**src/rtl/calc2_pkg.sv**
```systemverilog
// Shared types and widths for the radix-2 restoring divide / square-root unit.
package calc2;

  localparam int QR_WIDTH       = 26;
  localparam int DIV_REM_WIDTH  = 26;
  localparam int SQRT_REM_WIDTH = 28;
  localparam int OPND_WIDTH     = 24;
  localparam int RAD_WIDTH      = 25;
  localparam int CNT_WIDTH      = 5;

  localparam logic [CNT_WIDTH-1:0] LAST_STEP = CNT_WIDTH'(QR_WIDTH - 1);

  typedef enum logic [1:0] {
    IDLE,
    ITERATE,
    DONE
  } state_t;

endpackage

```
**src/rtl/calculation_unit_div_sqrt_step.sv**
```systemverilog
// One restoring iteration: compare/subtract for divide or digit-by-digit square root.
module calculation_unit_div_sqrt_step
  import calc2::*;
(
  input  logic                      op_sqrt_i,
  input  logic [DIV_REM_WIDTH-1:0]  rem_i,
  input  logic [OPND_WIDTH-1:0]     divisor_i,
  input  logic [QR_WIDTH-1:0]       root_i,
  input  logic [1:0]                rad_pair_i,
  output logic                      bit_o,
  output logic [SQRT_REM_WIDTH-1:0] rem_o
);

  logic [DIV_REM_WIDTH-1:0]  div_ext;
  logic [DIV_REM_WIDTH-1:0]  div_diff;
  logic [DIV_REM_WIDTH-1:0]  div_kept;
  logic                      div_ge;
  logic [SQRT_REM_WIDTH-1:0] sq_rem;
  logic [SQRT_REM_WIDTH-1:0] sq_trial;
  logic [SQRT_REM_WIDTH-1:0] sq_diff;
  logic                      sq_ge;

  assign div_ext  = DIV_REM_WIDTH'(divisor_i);
  assign div_ge   = rem_i >= div_ext;
  assign div_diff = rem_i - div_ext;
  assign div_kept = div_ge ? div_diff : rem_i;

  // The partial root is right-aligned, so the trial divisor is simply (root<<2)|1.
  assign sq_rem   = {rem_i, rad_pair_i};
  assign sq_trial = {root_i, 2'b01};
  assign sq_ge    = sq_rem >= sq_trial;
  assign sq_diff  = sq_rem - sq_trial;

  assign bit_o = op_sqrt_i ? sq_ge : div_ge;
  assign rem_o = op_sqrt_i ? (sq_ge ? sq_diff : sq_rem)
                           : SQRT_REM_WIDTH'({div_kept, 1'b0});

endmodule

```
**src/rtl/calculation_unit_div_sqrt.sv**
```systemverilog
// Iterative divide / square-root unit, one result bit per cycle (26 bits, [1.25]).
// Optional early exit on zero remainder: define DIV_SQRT_EARLY_TERMINATE_EN.
module calculation_unit_div_sqrt
  import calc2::*;
(
  input  logic                  clk,
  input  logic                  reset_n,
  input  logic                  start,
  input  logic                  op_sqrt,
  input  logic [OPND_WIDTH-1:0] dividend,
  input  logic [OPND_WIDTH-1:0] divisor,
  input  logic [RAD_WIDTH-1:0]  radicand,
  input  logic                  flush,
  output logic                  busy,
  output logic                  valid,
  output logic [QR_WIDTH-1:0]   quotient_root,
  output logic                  sticky
);

  state_t                    state_q;
  logic                      op_q;
  logic [OPND_WIDTH-1:0]     divisor_q;
  logic [RAD_WIDTH-1:0]      rad_q;
  logic [SQRT_REM_WIDTH-1:0] rem_q;
  logic [QR_WIDTH-1:0]       result_q;
  logic [CNT_WIDTH-1:0]      count_q;
  logic                      valid_q;
  logic                      sticky_q;

  logic                      step_bit;
  logic [SQRT_REM_WIDTH-1:0] step_rem;
  logic [QR_WIDTH-1:0]       result_d;

  calculation_unit_div_sqrt_step u_step (
    .op_sqrt_i  (op_q),
    .rem_i      (rem_q[DIV_REM_WIDTH-1:0]),
    .divisor_i  (divisor_q),
    .root_i     (result_q),
    .rad_pair_i (rad_q[RAD_WIDTH-1 -: 2]),
    .bit_o      (step_bit),
    .rem_o      (step_rem)
  );

  assign result_d = {result_q[QR_WIDTH-2:0], step_bit};

`ifdef DIV_SQRT_EARLY_TERMINATE_EN
  logic                 early_done;
  logic [CNT_WIDTH-1:0] pad_bits;
  // For sqrt the unconsumed radicand bits are part of the remainder too.
  assign early_done = (step_rem == '0) && (!op_q || (rad_q[RAD_WIDTH-3:0] == '0));
  assign pad_bits   = LAST_STEP - count_q;
`endif

  always_ff @(posedge clk or negedge reset_n) begin
    if (!reset_n) begin
      state_q   <= IDLE;
      op_q      <= 1'b0;
      divisor_q <= '0;
      rad_q     <= '0;
      rem_q     <= '0;
      result_q  <= '0;
      count_q   <= '0;
      valid_q   <= 1'b0;
      sticky_q  <= 1'b0;
    end else begin
      valid_q <= 1'b0;
      if (flush) begin
        state_q <= IDLE;
      end else begin
        case (state_q)
          IDLE: begin
            if (start) begin
              state_q   <= ITERATE;
              op_q      <= op_sqrt;
              divisor_q <= divisor;
              rad_q     <= radicand;
              rem_q     <= op_sqrt ? '0 : SQRT_REM_WIDTH'(dividend);
              result_q  <= '0;
              count_q   <= '0;
            end
          end
          ITERATE: begin
            rem_q   <= step_rem;
            rad_q   <= {rad_q[RAD_WIDTH-3:0], 2'b00};
            count_q <= count_q + 1'b1;
`ifdef DIV_SQRT_EARLY_TERMINATE_EN
            if (early_done) begin
              result_q <= result_d << pad_bits;
              state_q  <= DONE;
            end else
`endif
            begin
              result_q <= result_d;
              if (count_q == LAST_STEP) begin
                state_q <= DONE;
              end
            end
          end
          DONE: begin
            valid_q  <= 1'b1;
            sticky_q <= (rem_q != '0);
            state_q  <= IDLE;
          end
          default: state_q <= IDLE;
        endcase
      end
    end
  end

  assign busy          = (state_q != IDLE);
  assign valid         = valid_q;
  assign quotient_root = result_q;
  assign sticky        = sticky_q;

endmodule

```
**config.mk**
```make
export PLATFORM = sky130hd
export DESIGN_NAME = calculation_unit_div_sqrt
export DESIGN_NICKNAME = d
export VERILOG_FILES = /design/src/rtl/calc2_pkg.sv /design/src/rtl/calculation_unit_div_sqrt_step.sv /design/src/rtl/calculation_unit_div_sqrt.sv
export SDC_FILE = /design/constraint.sdc
export NUM_CORES = 1
export LEC_CHECK = 0
export CAP_MARGIN = 5
export CORE_ASPECT_RATIO = 1.25
export CORE_MARGIN = 2
export CORE_UTILIZATION = 30
export DETAILED_ROUTE_END_ITERATION = 12
export SETUP_SLACK_MARGIN = 0.05
export SYNTH_ARGS = -nofsm -noshare
export SYNTH_HDL_FRONTEND = slang
export SYNTH_HIERARCHICAL = 1
export SYNTH_SLANG_ARGS = --single-unit
```
**constraint.sdc**
```tcl
create_clock -name clk -period 5.3 [get_ports clk]
set_clock_uncertainty 0.15 [all_clocks]
set_input_delay 0.795 -clock clk [delete_from_list [all_inputs] [get_ports clk]]
set_output_delay 0.795 -clock clk [all_outputs]
set_load 0.05 [all_outputs]
```
==> results.py <==
metrics = {
    "place": {
        "pre_cts_ws_ps": 1170,
        "gp_congestion": 0.860,
        "io_buffers": 106,
        "hpwl_mm": 17.8,
    },
    "floorplanning": {
        "die_x_um": 157,
        "start_util": 0.306,
        "io-pin-count": 107,
        "dieArea_sq_um": 30500,
        "num_rows": 69,
        "die_h_um": 195,
        "core_area_sq_um": 28600,
    },
    "clock_tree": {
        "post-cts-setup-buffers": 0,
        "cts_tree": "yes",
        "clk_path_buf_depth": 2,
        "cts_root_buf": "clkbuf_16",
        "htree_levels": 4,
        "cts_buffers": 17,
        "cts_resized": 0,
        "clk_latency_ps": 420,
        "hold_buffers": 0,
        "clk_pin_slew_ps": 50,
        "numClockSinks": 113,
    },
    "critical_path": {
        "path_cells": "ha_1 -> a21oi_1 -> o21ai_1 -> a21o_1 -> a2111oi_0 -> o21a_1 -> buf_4 -> mux2_2 -> nand2_1 -> o21ai_1 -> mux2_2 -> mux2_2",
        "path_delay_family": "compound AO/OA/AOI/OAI gates",
        "path_buf_inv": 1,
        "start_kind": "flip-flop",
        "critPathArrivalTime_ps": 4340,
        "critPathKind": "reg2reg",
        "crit_path_max_incr_delay_ps": 630,
        "required_ps": 5450,
        "endpoint_kind": "flip-flop",
        "cp_max_fo": 49,
        "crit_top_cell": "mux2_2",
        "slowest_stage": "a2111oi_0",
    },
    "sta": {
        "max_freq_mhz": 239,
        "rsz0062_at_grt": "false",
        "worst_slew_pin_slew_ps": 1060,
        "fin_crit_sh": 0.790,
        "slew_violations": 0,
        "relSlewSlack": 0.294,
        "hold_viol": 0,
        "setup_tns_ps": 0,
        "setup_violations": 0,
        "fin_crit_ps": 4190,
        "setup_slack_ps": 1110,
    },
    "finish": {
        "drive_above_1_share": 0.174,
        "synthToLayoutAreaGrowth_pct": 24.0,
        "antennaDiodeCount": 0,
        "layout_commonest_cell": "mux2_2",
        "seq_area_sq_um": 2830,
        "nFillCells": 2889,
        "final_cell_mix": "113 x mux2_2, 112 x dfrtp_1, 105 x clkdlybuf4s50_1",
        "multiInputGateArea_sq_um": 5460,
        "nNetsFinal": 1131,
    },
    "drt": {
        "viasPerCell": 5.09,
        "drt_pass1_iterations": 5,
        "num_vias": 7129,
        "drc": 0,
        "wl_mm": 23.7,
        "wl_per_cell_um": 16.9,
        "drt_iter0_drc": 310,
        "antenna_left": 0,
    },
    "synth": {
        "syn_area_per_cell_sq_um": 9.58,
        "synthCells": 913,
        "seq_area_frac_synth": 0.323,
        "yosysUniqueCellTypes": 74,
        "synth_nets": 1046,
        "syn_area_sq_um": 8740,
        "synth_edf_count": 0,
        "yosysWarnings": 6,
        "async_reset_ff_frac": 1.00,
        "synth_seq_cells": 113,
        "ys.flop_type": "dfrtp_1",
    },
    "pwr": {
        "pwr_density_cell_nw_per_um2": 629,
        "p_leak_nw": 4.63,
        "ir_worst_vdd_mv": 0.314,
    },
    "global_route": {
        "grt_max_degree": 58,
        "grt_pass1_vias": 7176,
        "grt_pass1_wl_mm": 38.2,
        "track_usage": 0.159,
        "antenna_found_initial": 0,
        "grt.overflow.total": 0,
    },
    "status": {
        "status": "finished clean",
    },
    "hold_path": {
        "hold_class": "in2async",
    },
    "run": {
        "maxCapViolCount": 0,
    },
}
[worst register-to-register path, cell delays in order (launching register included)]
cell,delay (ps)
dfrtp_1,490
ha_1,420
a21oi_1,330
o21ai_1,160
a21o_1,200
a2111oi_0,630
o21a_1,210
buf_4,410
mux2_2,410
nand2_1,60
o21ai_1,70
mux2_2,260
mux2_2,260
[synth_stat cells, types with 4 or more instances]
library cell / n / area [sq um]
nor4_1: 9 / 56.3
o21bai_1: 8 / 60.1
o211a_1: 4 / 40.0
a21oi_1: 71 / 355
clkbuf_1: 27 / 101
o21ai_0: 18 / 90.1
a22o_1: 32 / 280
mux2i_1: 30 / 300
dfrtp_1: 113 / 2830
mux2_2: 113 / 1270
and3_1: 6 / 37.5
o21a_1: 15 / 113
inv_1: 66 / 248
nor3_1: 6 / 30.0
nand3_1: 14 / 70.1
o31ai_1: 4 / 30.0
a31oi_1: 9 / 56.3
a21o_1: 16 / 120
nand2b_1: 7 / 43.8
nor2b_1: 31 / 194
nand4_1: 12 / 75.1
ha_1: 54 / 676
nor2_1: 46 / 173
o21ai_1: 13 / 65.1
o211ai_1: 7 / 52.6
xnor2_1: 25 / 219
xor2_1: 14 / 123
a211oi_1: 24 / 180
buf_2: 18 / 90.1
mux2_1: 8 / 90.1
nand2_1: 33 / 124
[layout make-up]
class | count | share of cell area
multi-input cells | 684 | 0.504
flip-flops and latches | 113 | 0.261
repair buffers | 115 | 0.104
well taps | 390 | 0.0450
clock buffers | 21 | 0.0443
inverters | 67 | 0.0232
clock inverters | 11 | 0.0189
[report_power, final]
group | switching, W | internal, W | total [W]
sequential | 0.000334 | 0.00107 | 0.00140
clock | 0.000413 | 0.000927 | 0.00134
combinational | 0.00221 | 0.00187 | 0.00408
[per-stage QoR]
stage,total power (W),hold WS [ps],std cells,area [sq um],util
finish,0.00682,118,1401,10800,0.379
global route,0.00735,138,1401,10800,0.379
CTS,0.00681,117,1401,10800,0.379
floorplan,0.00455,319,913,8740,-
global placement,0.00539,335,1369,10200,0.355
detailed placement,0.00542,342,1369,10200,0.355
[flip-flops by register name, indices dropped and copies added (netlist names)]
name and cells:
quotient_root 26, valid 1, rad_q 25, rem_q 28
count_q 5, op_q 1, state_q 2, divisor_q 24
sticky 1
[worst paths after layout]
| check | cells after the start | endpoint | from | slack (ps) |
|---|---|---|---|---|
| max reg2reg | 12 | rem_q[2] | rem_q[19] | 1110 |
| min in group clk | 1 | rad_q[15] | rad_q[15] | 350 |
| max in group asynchronous | 2 | rem_q[20] | reset_n | 3820 |
| min reg2reg | 1 | rad_q[15] | rad_q[15] | 350 |
| min | 1 | rad_q[19] | reset_n | 120 |
| max | 12 | rem_q[2] | rem_q[19] | 1110 |
[metal layers]
metal	share of wire	GRT usage
met2	0.49	0.272
met3	0.039	0.0299
met5	0	0
met4	0.023	0.0615
met1	0.45	0.197
[logic make-up after synthesis]
group                    count (synthesis)  synth area share
multiplexers                           152             0.192
AO/OA/AOI/OAI                          250             0.197
buffers and inverters                  116            0.0545
adder cells (fa/ha/maj)                 55            0.0796
XOR/XNOR                                39            0.0391
AND/OR/NAND/NOR                        188             0.115
flip-flops                             113             0.323
No activity file was read; power rests on OpenSTA's default activity.
